==> config.mk <==
export PLATFORM = sky130hd
export DESIGN_NAME = if_stage
export DESIGN_NICKNAME = d
export VERILOG_FILES = /design/src/rtl/cpu_pkg.sv /design/src/rtl/if_id_reg.sv /design/src/rtl/if_stage.sv
export SDC_FILE = /design/constraint.sdc
export NUM_CORES = 1
export LEC_CHECK = 0
export CAP_MARGIN = 10
export CORE_UTILIZATION = 52
export DETAILED_ROUTE_END_ITERATION = 10
export PLACE_DENSITY = 0.91
export SLEW_MARGIN = 25
export SYNTH_ARGS = -nofsm -noshare
export SYNTH_HDL_FRONTEND = slang
export SYNTH_SLANG_ARGS = --single-unit
==> constraint.sdc <==
create_clock -name clk -period 4.3 [get_ports clk]
set_clock_uncertainty 0.1 [all_clocks]
set_input_delay 0.86 -clock clk [delete_from_list [all_inputs] [get_ports clk]]
set_output_delay 0.86 -clock clk [all_outputs]
set_load 0.05 [all_outputs]
==> src/rtl/cpu_pkg.sv <==
// Shared RV32I pipeline definitions: machine width, canonical NOP and the
// instruction-fetch state encoding.
package cpu_pkg;

    localparam int unsigned XLEN = 32;

    // addi x0, x0, 0
    localparam logic [31:0] NOP_INSTR = 32'h0000_0013;

    typedef enum logic [1:0] {
        REQ   = 2'd0,
        WAIT  = 2'd1,
        HOLD  = 2'd2,
        FAULT = 2'd3
    } fetch_state_e;

endpackage

==> src/rtl/if_id_reg.sv <==
// IF/ID pipeline register: flush beats load; a load without a delivered
// instruction inserts a bubble (valid = 0, NOP).
module if_id_reg #(
    parameter int unsigned XLEN = cpu_pkg::XLEN
) (
    input  logic            clk,
    input  logic            rst_n,
    input  logic            load,
    input  logic            flush,
    input  logic            deliver,
    input  logic [XLEN-1:0] dlv_pc,
    input  logic [XLEN-1:0] dlv_instr,
    input  logic            dlv_misalign,
    output logic [XLEN-1:0] pc,
    output logic [XLEN-1:0] instr,
    output logic            valid,
    output logic            misalign
);
    import cpu_pkg::*;

    always_ff @(posedge clk or negedge rst_n) begin
        if (!rst_n) begin
            pc       <= '0;
            instr    <= XLEN'(NOP_INSTR);
            valid    <= 1'b0;
            misalign <= 1'b0;
        end else if (flush) begin
            instr    <= XLEN'(NOP_INSTR);
            valid    <= 1'b0;
            misalign <= 1'b0;
        end else if (load) begin
            if (deliver) begin
                pc       <= dlv_pc;
                instr    <= dlv_instr;
                valid    <= 1'b1;
                misalign <= dlv_misalign;
            end else begin
                instr    <= XLEN'(NOP_INSTR);
                valid    <= 1'b0;
                misalign <= 1'b0;
            end
        end
    end

endmodule

==> src/rtl/if_stage.sv <==
// Instruction-fetch stage: PC, single-outstanding imem handshake, hold buffer
// for stalled responses. Optional macro IF_MISALIGN_TRAP_EN enables the FAULT path.
module if_stage #(
    parameter int unsigned     XLEN     = cpu_pkg::XLEN,
    parameter logic [XLEN-1:0] RESET_PC = '0
) (
    input  logic            clk,
    input  logic            rst_n,
    input  logic            pc_write,
    input  logic            if_id_write,
    input  logic            flush,
    input  logic            branch_taken,
    input  logic [XLEN-1:0] branch_target,
    output logic            imem_req,
    output logic [XLEN-1:0] imem_addr,
    input  logic            imem_gnt,
    input  logic            imem_rvalid,
    input  logic [XLEN-1:0] imem_rdata,
    output logic [XLEN-1:0] if_id_pc,
    output logic [XLEN-1:0] if_id_instr,
    output logic            if_id_valid,
    output logic            if_id_misalign
);
    import cpu_pkg::*;

    fetch_state_e    state, state_d;
    logic [XLEN-1:0] pc, pc_d;
    logic [XLEN-1:0] hold_instr, hold_instr_d;
    logic            kill, kill_d;
    logic            fault_pend, fault_pend_d;

    logic            deliver;
    logic [XLEN-1:0] dlv_instr;
    logic            dlv_misalign;
    logic            outstanding;
    logic            tgt_misaligned;

`ifdef IF_MISALIGN_TRAP_EN
    assign tgt_misaligned = |branch_target[1:0];
`else
    logic unused_tgt_bits;
    assign unused_tgt_bits = ^branch_target[1:0];
    assign tgt_misaligned  = 1'b0;
`endif

    // Request side is decoded straight from state and PC.
    assign imem_req  = (state == REQ);
    assign imem_addr = pc;

    always_ff @(posedge clk or negedge rst_n) begin
        if (!rst_n) begin
            state      <= REQ;
            pc         <= RESET_PC;
            hold_instr <= '0;
            kill       <= 1'b0;
            fault_pend <= 1'b0;
        end else begin
            state      <= state_d;
            pc         <= pc_d;
            hold_instr <= hold_instr_d;
            kill       <= kill_d;
            fault_pend <= fault_pend_d;
        end
    end

    always_comb begin
        state_d      = state;
        pc_d         = pc;
        hold_instr_d = hold_instr;
        kill_d       = kill;
        fault_pend_d = fault_pend;
        deliver      = 1'b0;
        dlv_instr    = hold_instr;
        dlv_misalign = 1'b0;

        // A response landing this very cycle closes the transaction, so it needs no kill.
        outstanding = ((state == WAIT) && !imem_rvalid)
                    || ((state == REQ) && imem_gnt)
                    || (kill && !imem_rvalid);

        if (branch_taken) begin
            kill_d       = outstanding;
            fault_pend_d = 1'b0;
            if (tgt_misaligned) begin
                pc_d         = branch_target;
                state_d      = FAULT;
                fault_pend_d = 1'b1;
            end else begin
                pc_d    = {branch_target[XLEN-1:2], 2'b00};
                state_d = outstanding ? WAIT : REQ;
            end
        end else begin
            case (state)
                REQ: begin
                    if (imem_gnt) state_d = WAIT;
                end
                WAIT: begin
                    if (imem_rvalid) begin
                        if (kill) begin
                            kill_d  = 1'b0;
                            state_d = REQ;
                        end else if (if_id_write) begin
                            deliver   = 1'b1;
                            dlv_instr = imem_rdata;
                            state_d   = REQ;
                            if (pc_write) pc_d = pc + XLEN'(4);
                        end else begin
                            hold_instr_d = imem_rdata;
                            state_d      = HOLD;
                        end
                    end
                end
                HOLD: begin
                    if (if_id_write) begin
                        deliver = 1'b1;
                        state_d = REQ;
                        if (pc_write) pc_d = pc + XLEN'(4);
                    end
                end
`ifdef IF_MISALIGN_TRAP_EN
                FAULT: begin
                    if (kill && imem_rvalid) kill_d = 1'b0;
                    if (fault_pend && if_id_write) begin
                        deliver      = 1'b1;
                        dlv_instr    = XLEN'(NOP_INSTR);
                        dlv_misalign = 1'b1;
                        fault_pend_d = 1'b0;
                    end
                end
`endif
                default: state_d = REQ;
            endcase
        end
    end

    if_id_reg #(.XLEN(XLEN)) u_if_id_reg (
        .clk          (clk),
        .rst_n        (rst_n),
        .load         (if_id_write),
        .flush        (flush),
        .deliver      (deliver),
        .dlv_pc       (pc),
        .dlv_instr    (dlv_instr),
        .dlv_misalign (dlv_misalign),
        .pc           (if_id_pc),
        .instr        (if_id_instr),
        .valid        (if_id_valid),
        .misalign     (if_id_misalign)
    );

endmodule
==> results.ini, run 1 <==
[outcome]
status=finished, final reports clean

[sta]
report.final.setup_viol=0
worst_pin_slew_ps=1030
fin_ws_ps=1280
period_minus_slack_ps=3020
finalMaxSlewViolations=0
slew_headroom_pct=31.2
fmax_mhz=331
rsz0062_at_grt=no
fin_crit_sh_pct=70.2
hold_viol=0
tns_ps=0

[logic_synthesis]
syn_area_mm2=0.00600
synth_adder_area_share_pct=1.04
synth_xor_area_share_pct=0.875
synth_ff_type=dfrtp_1
syn_avg_cell_area_um2=11.2
synth_seq_cells=128
syn-instance-count=535
synthArstFlopShare_pct=100
yosys_warnings=0
synth_compound_area_share_pct=10.2
synth_top_family_by_area=multiplexers
muxShareOfSynthArea_pct=17.5
synth_cell_types=48
synth_edf_count=0
yosysSeqAreaShare_pct=53.4
synth_simple_gate_area_share_pct=12.9

[clocking]
post-cts-setup-buffers=0
postCtsHoldBufs=0
numCtsBuffers=17
clockBufferDepth=2
clock_sinks=128
cts_tree=done
htreeDepth=4
cts-root-buf=clkbuf_16
cts_resized=0
clkTransAtPathRegs_ps=50
clk_latency_ps=420

[routing]
antenna_left=0
vias=5017
drt-initial-drc-count=380
remaining_drc_errors=0
wl_mm=15.4
wl_per_cell_um=18.2
first_pass_iters=5
via_per_inst=5.93

[placement]
portBuffers=163
dp_hpwl_mm=10.6
place_ws_ps=929
gp_congestion=0.840

[setup_path]
path_depth=5
path_cells=clkdlybuf4s50_1 > nand3b_1 > a211o_1 > or4_1 > a31oi_1
start_kind=input pin
crit_end=imem_addr[18]
r2r_setup_slack_ps=1520
crit_path_end_kind=flip-flop
r2r-start=state[1]
worstPathArrival_ps=3250
crit_required_ps=4530
crit_start=imem_rvalid
slowest_delay_ps=660
rr_endpoint=imem_addr[18]
cp.buffers_inverters=1
worst_path_max_delay_cell=a211o_1
worstSetupPathType=input pin to flip-flop
rr_worst_depth=6
worstPathMaxFanout=21
path_delay_family=simple AND/OR/NAND/NOR gates

[cells_and_area]
drive_gt1_share_pct=15.9
fin_nets=771
final_common_cell=clkdlybuf4s50_1
syn_to_final_growth_pct=38.4
insertedDiodeCount=0
layout_common_cells=clkdlybuf4s50_1 (162), dfrtp_1 (125), mux2_2 (65), nand2_1 (56), o21ai_0 (46)

[pwr]
power_mw=4.60
p_leak_nw=3.41
peakVddDrop_v=0.000413
cellPowerDensity_mw_per_mm2=553

[floorplanning]
start_util_pct=54.4
fp.dieH_um=109
core_mm2=0.0110
std_cell_rows=38
ioPinCount=171
die_w_um=109
die_area_mm2=0.0120

[worst_hold_path]
hp-class=flip-flop to flip-flop

[grt]
grt_max_degree=69
first_global_vias=5217
grt_util_all_layers_pct=27.3
grt_pass1_wl_mm=24.8
overflow=0
grt_antenna_before_repair=0

[job]
cap_violations=0

area by class of cell:
class                   count  area, um^2
fillers                   731        2720
clock buffers              25         505
well taps                 140         175
repair buffers            174        1720
flip-flops and latches    128        3210
multi-input cells         363        2610
inverters                  10        37.5
clock inverters             6        55.1
layer usage:
layer | up-vias | wire length [um] | global-route usage [%] | share of wire (%)
met5 | - | 0 | 0 | 0
met4 | 0 | 301 | 12.6 | 2.0
met3 | 27 | 1270 | 7.94 | 8.3
met2 | 228 | 7570 | 45.5 | 49
met1 | 2500 | 6250 | 32.7 | 41
li1 | 2262 | - | - | -
metrics by stage:
step	std cells	hold slack, ps	utilization, %	instance area, um^2
after floorplan	539	377	-	6020
after global placement	815	358	70.2	7750
after detailed placement	815	374	70.2	7750
after CTS	846	390	75.3	8310
after global routing	846	414	75.3	8310
final	846	383	75.3	8310
worst min path at each step:
stage / from / end / cells past startpoint
2_1_floorplan: hold_instr[0] / hold_instr[0] / 1
3_3_place_gp: u_if_id_reg.valid / u_if_id_reg.valid / 2
3_5_place_dp: u_if_id_reg.instr[5] / u_if_id_reg.instr[5] / 2
4_1_cts: u_if_id_reg.instr[21] / u_if_id_reg.instr[21] / 2
5_1_grt: u_if_id_reg.instr[31] / u_if_id_reg.instr[31] / 2
6_report: u_if_id_reg.instr[21] / u_if_id_reg.instr[21] / 2
cells in the mapped netlist, drive strengths merged, types with 4 or more instances:
cell type	number	area [um^2]
xnor2	6	52.6
nand4	7	43.8
or4	13	97.6
nand3	24	120
dfrtp	125	3130
o31ai	8	60.1
mux2i	32	320
a211oi	5	37.5
inv	10	37.5
clkbuf	16	60.1
a31oi	14	87.6
buf	22	140
ha	5	62.6
nor4b	4	35.0
or3	4	25.0
nand2	56	210
a211o	4	35.0
and4	4	35.0
o21ai	46	230
nor2	23	88.8
mux2	65	732
power by group:
part / switching [mW] / internal, mW / total (mW)
Combinational: 0.902 / 0.643 / 1.54
Clock: 0.488 / 0.862 / 1.35
Sequential: 0.190 / 1.51 / 1.70
flip-flops by register name, summed over array words and instances, names as in the netlist:
register and count:
hold_instr 32, imem_addr 30, kill 1, state 2, u_if_id_reg.instr 32, u_if_id_reg.pc 30, u_if_id_reg.valid 1
worst register-to-register path, stage by stage (launching register included):
cell,delay (ps)
dfrtp_1,390
inv_1,100
ha_1,260
nand3b_1,410
a211o_1,660
or4_1,590
a31oi_1,190
cells by family (layout without fill, tap and decap cells):
family | count (synthesis) | count (layout)
compound gates | 97 | 97
xor+xnor | 6 | 6
fa+ha+maj | 5 | 5
buf+inv | 48 | 215
flops | 128 | 128
mux | 97 | 97
other cells | 1 | 5
simple gates | 153 | 153
No activity file was read; power rests on OpenSTA's default activity.
==> run 2, diff against run 1 <==
--- a/config.mk
+++ b/config.mk
@@ -6,9 +6,9 @@
 export NUM_CORES = 1
 export LEC_CHECK = 0
 export CAP_MARGIN = 10
-export CORE_UTILIZATION = 52
+export CORE_UTILIZATION = 48
 export DETAILED_ROUTE_END_ITERATION = 10
-export PLACE_DENSITY = 0.91
+export PLACE_DENSITY = 0.85
 export SLEW_MARGIN = 25
 export SYNTH_ARGS = -nofsm -noshare
 export SYNTH_HDL_FRONTEND = slang
==> constraint.sdc (replaced) <==
create_clock -name clk -period 2.85 [get_ports clk]
set_clock_uncertainty 0.1 [all_clocks]
set_input_delay 0.57 -clock clk [delete_from_list [all_inputs] [get_ports clk]]
set_output_delay 0.57 -clock clk [all_outputs]
set_load 0.05 [all_outputs]
==> results.ini, run 2 (synthesis gave the netlist of run 1 again) <==
[cells_and_area]
largestRegisters=hold_instr x32, u_if_id_reg.instr x32
insertedDiodeCount=0
syn_to_final_growth_pct=41.6
multiInputGateArea_mm2=0.00261
drive_gt1_share_pct=16.5
stdcell_area_mm2=0.00850
seqCellArea_mm2=0.00321
fillers=891
layoutNonFillerInstCount=878
layout_common_cells=clkdlybuf4s50_1 (162), dfrtp_1 (125), mux2_2 (65), nand2_1 (56), o21ai_0 (46)
final_common_cell=clkdlybuf4s50_1
fin_nets=776

[routing]
remaining_drc_errors=0
antenna_left=0
wl_mm=15.4
vias=5006
via_per_inst=5.70
first_pass_iters=5
drt-initial-drc-count=355
wl_per_cell_um=17.6

[sta]
worst_pin_slew_ps=597
report.final.setup_viol=0
hold_viol=0
tns_ps=0
finalMaxSlewViolations=0
fmax_mhz=379
period_minus_slack_ps=2640
fin_crit_sh_pct=92.6
slew_headroom_pct=59.2
rsz0062_at_grt=no

[grt]
grt_antenna_before_repair=0
grt_util_all_layers_pct=24.8
first_global_vias=5134
grt_max_degree=53
overflow=0
grt_pass1_wl_mm=24.9

[floorplanning]
die_area_mm2=0.0130
ioPinCount=171
start_util_pct=49.6
die_w_um=114
fp.dieH_um=114
core_mm2=0.0121
std_cell_rows=40

[setup_path]
slowest_delay_ps=820
path_delay_family=buffers and inverters
rr_worst_depth=6
path_cells=inv_1 > ha_1 > clkdlybuf4s50_1
worst_path_max_delay_cell=clkdlybuf4s50_1
worstSetupPathType=flip-flop to output port
crit_path_end_kind=output port
crit_required_ps=2180
r2r_setup_slack_ps=240
worstPathMaxFanout=3
cp.buffers_inverters=2
rr_endpoint=imem_addr[28]
r2r-start=state[0]
start_kind=flip-flop
worstPathArrival_ps=1970

[clocking]
clock_sinks=128
cts_tree=done
cts_resized=0
post-cts-setup-buffers=0
cts-root-buf=clkbuf_16
clkTransAtPathRegs_ps=50
postCtsHoldBufs=0
numCtsBuffers=17
clockBufferDepth=2
clk_latency_ps=410
htreeDepth=4

[placement]
gp_congestion=0.826
dp_hpwl_mm=10.6
place_area_mm2=0.00788
place_inst=848
portBuffers=163

[worst_hold_path]
hp-class=input pin to asynchronous set/reset pin

[pwr]
switching_power_mw=2.37
cellPowerDensity_mw_per_mm2=840
switching_share_pct=33.2
p_int_mw=4.77
peakVddDrop_v=0.000597
power_mw=7.14
combPwrFrac_pct=32.7
clkPwrFrac_pct=31.3
p_leak_nw=3.48
power_frac_seq_pct=36.0

[job]
cap_violations=0

[outcome]
status=finished, final reports clean

[run 2: changes by cell type in the layout (fill, tap and decap cells not counted)]
cell       change
clkbuf_1       -1
clkinv_2       -3
clkbuf_8       +1
buf_12         +5
bufinv_16      +2
[run 2: worst max path at each step]
stage / startpoint / endpoint / slack [ps] / cells after the start
2_1_floorplan: imem_addr[7] / imem_addr[25] / 620 / 7
3_5_place_dp: imem_rvalid / imem_addr[28] / 50 / 5
6_report: state[1] / imem_req / 210 / 3
3_3_place_gp: imem_rvalid / imem_addr[28] / 170 / 5
4_1_cts: state[0] / imem_req / 190 / 3
5_1_grt: state[0] / imem_addr[28] / 70 / 6
[run 2: stage by stage]
step	hold WS, ps	worst slack (ps)	util (%)
4_1_cts	40.1	191	70.2
3_3_place_gp	361	167	65.1
2_1_floorplan	174	620	-
5_1_grt	61.2	71.0	70.2
3_5_place_dp	368	48.2	65.1
6_report	30.7	210	70.2
[run 2: final cells by class]
class                      count  area share (%)
inverter                      10           0.442
tap                          168            2.47
sequential                   128            37.7
timing repair buffer         179            21.5
clock buffer                  25            6.07
clock inverter                 5            1.18
multi-input combinational    363            30.6
[run 2: metal layers]
layer	GRT usage (%)	up-vias	wire, um
met5	0	-	0
met4	9.87	0	238
met3	7.49	25	1080
met2	41.9	207	7700
met1	29.7	2504	6400
li1	-	2270	-
[run 2: power groups by stage]
| stage | logic, mW | clock network (mW) | registers [mW] |
|---|---|---|---|
| after global placement | 2.27 | 0 | 2.55 |
| after detailed placement | 2.34 | 0 | 2.59 |
| final | 2.33 | 2.24 | 2.57 |
| after CTS | 2.35 | 2.27 | 2.57 |
| after global routing | 2.46 | 2.35 | 2.63 |
| after floorplan | 0.820 | 0 | 3.27 |
